`src/rtl/counter_arbiter.sv`:
```
// Round-robin arbiter that grants a shared up-counter to one requester at a time.
// The counter runs from 0 to the latched length, then the owner gets a one-cycle done pulse.
module counter_arbiter #(
    parameter int NREQ = 4,
    parameter int CW   = 4
) (
    input  logic               clk,
    input  logic               rst,
    input  logic [NREQ-1:0]    req,
    input  logic [NREQ*CW-1:0] len,
    output logic [NREQ-1:0]    gnt,
    output logic               busy,
    output logic [CW-1:0]      count,
    output logic [NREQ-1:0]    done
);

    localparam int PW = (NREQ > 1) ? $clog2(NREQ) : 1;

    // state  | meaning
    // S_IDLE | no owner; arbitrate among req each cycle
    // S_RUN  | owner holds the counter until count==len_lat or it drops req
    typedef enum logic {
        S_IDLE = 1'b0,
        S_RUN  = 1'b1
    } state_t;

    state_t          r_state;
    state_t          w_state_nxt;
    logic [PW-1:0]   r_ptr;
    logic [PW-1:0]   r_owner;
    logic [PW-1:0]   w_win;
    logic            w_any;
    logic [CW-1:0]   r_count;
    logic [CW-1:0]   r_len_lat;
    logic [NREQ-1:0] r_done;
    logic [NREQ-1:0] w_gnt;
    logic [NREQ-1:0] w_done_nxt;
    logic            w_owner_req;
    logic            w_at_end;
    logic            w_finish;

    // Scan downward in priority so the nearest requester after r_ptr is written last.
    always_comb begin
        w_win = r_ptr;
        w_any = |req;
        for (int k = NREQ; k >= 1; k--) begin
            if (req[(int'(r_ptr) + k) % NREQ]) begin
                w_win = PW'((int'(r_ptr) + k) % NREQ);
            end
        end
    end

    assign w_owner_req = req[r_owner];
    assign w_at_end    = (r_count == r_len_lat);
    assign w_finish    = (r_state == S_RUN) && w_owner_req && w_at_end;

    always_ff @(posedge clk or posedge rst) begin
        if (rst) begin
            r_state <= S_IDLE;
        end else begin
            r_state <= w_state_nxt;
        end
    end

    always_comb begin
        w_state_nxt = r_state;
        case (r_state)
            S_IDLE: begin
                if (w_any) begin
                    w_state_nxt = S_RUN;
                end
            end
            S_RUN: begin
                if (!w_owner_req || w_at_end) begin
                    w_state_nxt = S_IDLE;
                end
            end
            default: w_state_nxt = S_IDLE;
        endcase
    end

    always_comb begin
        w_gnt      = '0;
        w_done_nxt = '0;
        if (r_state == S_RUN) begin
            w_gnt[r_owner] = 1'b1;
        end
        if (w_finish) begin
            w_done_nxt[r_owner] = 1'b1;
        end
    end

    // ptr only moves at grant, so an aborted owner still ends up lowest priority.
    always_ff @(posedge clk or posedge rst) begin
        if (rst) begin
            r_ptr     <= PW'(NREQ - 1);
            r_owner   <= '0;
            r_count   <= '0;
            r_len_lat <= '0;
            r_done    <= '0;
        end else begin
            r_done <= w_done_nxt;
            case (r_state)
                S_IDLE: begin
                    r_count <= '0;
                    if (w_any) begin
                        r_owner   <= w_win;
                        r_ptr     <= w_win;
                        r_len_lat <= len[w_win*CW +: CW];
                    end
                end
                S_RUN: begin
                    if (w_owner_req && !w_at_end) begin
                        r_count <= r_count + 1'b1;
                    end else begin
                        r_count <= '0;
                    end
                end
                default: r_count <= '0;
            endcase
        end
    end

    assign gnt   = w_gnt;
    assign busy  = (r_state == S_RUN);
    assign count = r_count;
    assign done  = r_done;

endmodule

```
`config.mk`:
```
export PLATFORM = sky130hd
export DESIGN_NAME = counter_arbiter
export DESIGN_NICKNAME = d
export VERILOG_FILES = /design/src/rtl/counter_arbiter.sv
export SDC_FILE = /design/constraint.sdc
export NUM_CORES = 1
export LEC_CHECK = 0
export ABC_AREA = 1
export BUFFER_PORTS_ARGS = -buffer_cell sky130_fd_sc_hd__buf_2
export CORE_MARGIN = 4
export CORE_UTILIZATION = 45
export DETAILED_ROUTE_END_ITERATION = 10
export PLACE_DENSITY = 0.85
export SYNTH_ARGS = -nofsm -noshare
export SYNTH_HDL_FRONTEND = slang
export SYNTH_SLANG_ARGS = --single-unit
```
`constraint.sdc`:
```
create_clock -name clk -period 1.74 [get_ports clk]
set_clock_uncertainty 0.15 [all_clocks]
set_input_delay 0.174 -clock clk [delete_from_list [all_inputs] [get_ports clk]]
set_output_delay 0.174 -clock clk [all_outputs]
set_load 0.02 [all_outputs]
```
* After elaboration in Yosys (flattened, before gate mapping)
Cells that the tools add are included.
Cells by class: bitwise operators 5, magnitude comparators 6, equality and inequality tests 1, reductions and logical operators 13, multiplexer cells 27, shifts and indexed selects 1, add/sub/neg operators 5
Operator list (number):
- 3-bit by 4-bit less-than comparator with 1-bit output (second input constant) | 4
- 16-bit by 5-bit variable part select with 4-bit output | 1
- 1-bit two-way mux | 12
- 4-bit two-way mux | 3
- 1-bit binary-select mux with 2-bit select | 5
- 2-bit two-way mux | 4
- 4-bit one-hot mux with 2 select lines | 1
- 2-bit OR reduction | 4
- 2-bit by 1-bit adder with 2-bit output (second input constant) | 2
- 2-bit adder (second input constant) | 2
- 4-bit by 1-bit adder with 4-bit output (second input constant) | 1
- 1-bit AND (first input constant) | 4
- 4-bit == test | 1
- 1-bit logical AND | 4
- 4-bit OR reduction | 1
- 2-bit by 3-bit less-than comparator with 1-bit output (second input constant) | 1
- 1-bit demux with 2-bit select | 1
- 2-bit by 1-bit >= comparator with 1-bit output (second input constant) | 1
- 1-bit logical NOT | 2
- 1-bit one-hot mux with 2 select lines | 1
- 2-bit AND reduction | 1
- 1-bit logical OR | 1
- 1-bit inverter | 1
Word-level totals: output and inout port bits 13, logic and storage cells 64, input bits 22, register bits after elaboration 17

* Depth between registers and ports, before layout
depth after elaboration 11, mapped depth 16, mapped depth without buffers 15

* Worst setup path after synthesis
No wires, ideal clock.
kind register -> register, from register r_ptr[0], to register r_len_lat[0], arrival time 1.491 ns, path slack -0.017 ns, library setup time 0.116 ns, required time 1.474 ns, stages on the path, launching flop included 15, cell sequence dfstp_2 -> buf_6 -> inv_6 -> nand2_2 -> nand2_2 -> nand2_2 -> nand2_1 -> inv_2 -> nand3_4 -> nand2_4 -> nand2_1 -> nand3_1 -> nand2_1 -> nand2_1 -> nand2_1
On the way: word-level cells in the longest chain between the ends 9, elaborated cells between the ends (all ways) 21
Ends and longest elaborated chain:
- from (decl) | RTL line 29 | logic [PW-1:0] r_ptr;
- from (signal assigned) | RTL line 96 | r_ptr <= PW'(NREQ - 1);
- from (signal assigned) | RTL line 108 | r_ptr <= w_win;
- 2-bit by 1-bit adder with 2-bit output | RTL line 47, 48
- 1-bit binary-select mux with 2-bit select | RTL line 47 | if (req[(int'(r_ptr) + k) % NREQ]) begin
- 1-bit two-way mux (not written as such) (2 in series) | RTL line 47
- 2-bit two-way mux (3 in series) | RTL line 47
- 2-bit two-way mux (*) | RTL line 47
- 16-bit by 5-bit variable part select with 4-bit output (*) | RTL line 109 | r_len_lat <= len[w_win*CW +: CW];
- to (signal assigned) | RTL line 109
- to (decl) | RTL line 34 | logic [CW-1:0] r_len_lat;
Every way passes the cells marked *; elsewhere a longest branch is shown, timed or not. The select of a mux whose other input is x is not followed. A chain may end at the register's enable or synchronous reset.

* Worst setup path in the final report
from register r_ptr[0], to register r_len_lat[3]
Same word-level chain as after synthesis.

==> impl_metrics.yaml <==
worst_setup_path:
  slowest_delay_ns: 0.59
  critPathLaunchType: "flop"
  critPathKind: "reg -> reg"
  path_buf_inv: 1
  cp.depth: 14
  worstReg2RegStart: "r_ptr[0]"
  cp.required_ns: 1.78
  crit_path_end_kind: "flop"
  cp.arrival_ns: 1.95
  worst_path_max_delay_cell: "dfstp_2"
  rr_worst_depth: 14
  critical-path-top-delay-family: "simple AND/OR/NAND/NOR gates"
  critPathMostFrequentCell: "nand2_1"
  path_max_fanout: 5
  path_cells: "buf_12 -> nand2_1 -> o21ai_2 -> nand2_2 -> nand2_2 -> nand2_4 -> nand2_4 -> nand2_8 -> nand2_8 -> nand2_1 -> nand3_1 -> nand2_1 -> nand2_1 -> nand2_1"
  cp-startpoint: "r_ptr[0]"
run_status:
  status: "finished, violations left"
  violations: "negative setup slack"
worst_hold_path:
  holdPathStages: 7
  hold_path_class: "in -> reg"
  hold_start: "len[13]"
floorplan:
  die-height_um: 58.5
  start_util_pct: 46.8
  dieArea_um2: 3420
  rows: 18
  chipWidth_um: 58.5
  ios: 35
  core_area_um2: 2450
global_route:
  grt_use_total_pct: 16.5
  grt_pass1_wl_mm: 4.35
  antenna_found_initial: 0
  grt_max_degree: 18
  overflow: 0
  grt_pass1_vias: 1088
placement:
  dp_slack_ns: -0.146
  hpwl_mm: 1.99
  gp_congestion: 0.811
  portBuffers: 34
  dp_cells: 235
power:
  power.switching_w: 0.00169
  ir_drop_mv: 1.17
  leakage_nw: 0.939
  power_frac_seq_pct: 20.3
  p_comb_share_pct: 73.2
  switching_share_pct: 52.3
  power_density_nw_per_um2: 2050
  internal_power_w: 0.00154
  pwr-share-clk_pct: 6.5
  p_total_w: 0.00322
sta:
  period_share_pct: 110
  finalCriticalPeriod_ns: 1.91
  hold_viol_final: 0
  fmax_ghz: 0.525
  fin_ws_ns: -0.166
  setup_viol: 7
  worst-slew-pin-transition_ns: 0.620
  rsz0062_at_grt: "yes"
  maxSlewHeadroom_pct: 58.6
  drv_slew: 0
  holdWs_ns: 0.114
  setup_tns_ns: -0.743
routing:
  highest_layer: "met4"
  drc: 0
  first_pass_iters: 4
  wl_met3_um: 228
  viasPerCell: 4.88
  drt_iter0_drc: 50
  wl_per_cell_um: 11.5
  ant_nets: 0
  wl_met2_mm: 1.46
  wirelength_mm: 2.85
  wl_met1_mm: 1.13
  num_vias: 1205
cts:
  clk_pin_slew_worst_paths_ns: 0.10
  clk_latency_ns: 0.30
  cts.path.max_buffers: 2
  cts_buffers: 3
  cts_tree: "yes"
  cts_max_level: 1
  cts_root_buf: "clkbuf_4"
  clock_sinks: 17
synth:
  synth_area_leaders: "dfrtp_1 33%, nand2_1 17%, inv_1 9.2%"
  yosys_warnings: 0
  netlist_instances: 165
  syn-num-nets: 188
  syn_avg_cell_area_um2: 6.96
  synth_seq_area_share_pct: 37.3
  yosysUniqueCellTypes: 23
  yosys.area.top_type: "dfrtp_1"
  synth-seq-cells: 17
  ys_top_cells_by_count: "53 x nand2_1, 28 x inv_1, 18 x nand3_1"
  ys_async_sr_fraction_pct: 100
  synth_ff_type: "dfrtp_1"
  post-synth-top-count-cell: "nand2_1"
  yosysTopAreaCellShare_pct: 32.7
  synth_edf_count: 0
  syn-cell-area_um2: 1150
cells_and_area:
  drive_gt1_share_pct: 39.2
  syn_to_final_growth_pct: 37.1
  num_antenna_cells: 0
  n_fill_cell: 224
  fin_cells: 247
  final_nets: 241
flow_run:
  drv_cap: 0
[layout by cell type, fill, tap and decap left out, drive strengths merged]
| cell type | Yosys | final |
|---|---|---|
| a41oi | 1 | 1 |
| buf | 2 | 46 |
| clkbuf | 0 | 3 |
| clkinv | 0 | 1 |
| dfrtp | 15 | 15 |
| dfstp | 2 | 2 |
| dlygate4sd3 | 0 | 1 |
| ha | 1 | 1 |
| inv | 33 | 33 |
| nand2 | 63 | 65 |
| nand3 | 19 | 20 |
| nor2 | 9 | 9 |
| nor3 | 4 | 4 |
| nor4 | 1 | 1 |
| o21ai | 6 | 6 |
| o22ai | 2 | 2 |
| or2 | 1 | 1 |
| xnor2 | 1 | 1 |
| xor2 | 5 | 5 |
[power by group through the flow]
stage               Combinational [W]  Clock [W]  Sequential (W)
detailed placement            0.00180          0        0.000679
global placement              0.00176          0        0.000674
finish                        0.00236   0.000209        0.000656
global route                  0.00261   0.000233        0.000676
floorplan                     0.00138          0        0.000669
CTS                           0.00199   0.000211        0.000648
[through the flow]
stage | instance area (µm²) | utilization [%]
2_1_floorplan | 1150 | -
5_1_grt | 1580 | 64.2
3_5_place_dp | 1400 | 57.0
4_1_cts | 1490 | 60.6
6_report | 1580 | 64.2
3_3_place_gp | 1400 | 57.0
[final cells by class]
type / instances / area, µm² / area share, %
Clock buffer: 3 / 22.5 / 1.43
Inverter: 33 / 134 / 8.50
Timing Repair Buffer: 47 / 283 / 18.0
Clock inverter: 1 / 5.00 / 0.318
Multi-Input combinational cell: 116 / 666 / 42.3
Sequential cell: 17 / 428 / 27.2
Tap cell: 30 / 37.5 / 2.38
[sequential cells by signal (all words and copies together), names as in the netlist]
register and flops:
done 4, r_len_lat 4, r_owner 2, r_ptr 2, busy 1, count 4
[timing repair]
| item | in CTS | in global routing |
|---|---|---|
| resized for setup | 3 | 18 |
| hold endpoints to repair | 15 | 0 |
| buffers inserted | 3 | 1 |
| hold buffers | 1 | 0 |
| pin swaps | 2 | 6 |
| setup endpoints to repair | 8 | 9 |
| cloned | 1 | 2 |
[final timing paths]
path                       slack (ns)            to
min reg2reg                      0.36  r_len_lat[1]
max reg2reg                     -0.17  r_len_lat[3]
min                              0.11  r_len_lat[1]
min in group asynchronous        0.34       done[2]
max                             -0.17  r_len_lat[3]
max in group asynchronous        0.70  r_len_lat[3]
[cell families (layout without fill, tap and decap cells)]
family / count (synthesis) / in the layout / synth area share [%]
AND/OR/NAND/NOR: 97 / 100 / 39.7
buffers and inverters: 35 / 84 / 12.6
flip-flops: 17 / 17 / 37.3
AO/OA/AOI/OAI: 9 / 9 / 4.79
XOR/XNOR: 6 / 6 / 4.58
adder cells (fa/ha/maj): 1 / 1 / 1.09
[worst register-to-register path, delay by kind of cell (launching register included)]
family,cells,cell delay (ns)
AO/OA/AOI/OAI,1,0.09
buffers and inverters,1,0.12
flip-flops,1,0.59
AND/OR/NAND/NOR,12,0.86
[metal layers]
| metal | GRT usage (%) | vias to the layer above |
|---|---|---|
| met5 | 0 | - |
| met1 | 19.7 | 544 |
| met3 | 4.61 | 4 |
| met4 | 5.30 | 0 |
| li1 | - | 612 |
| met2 | 28.5 | 45 |
(Power assumes the default switching activity.)
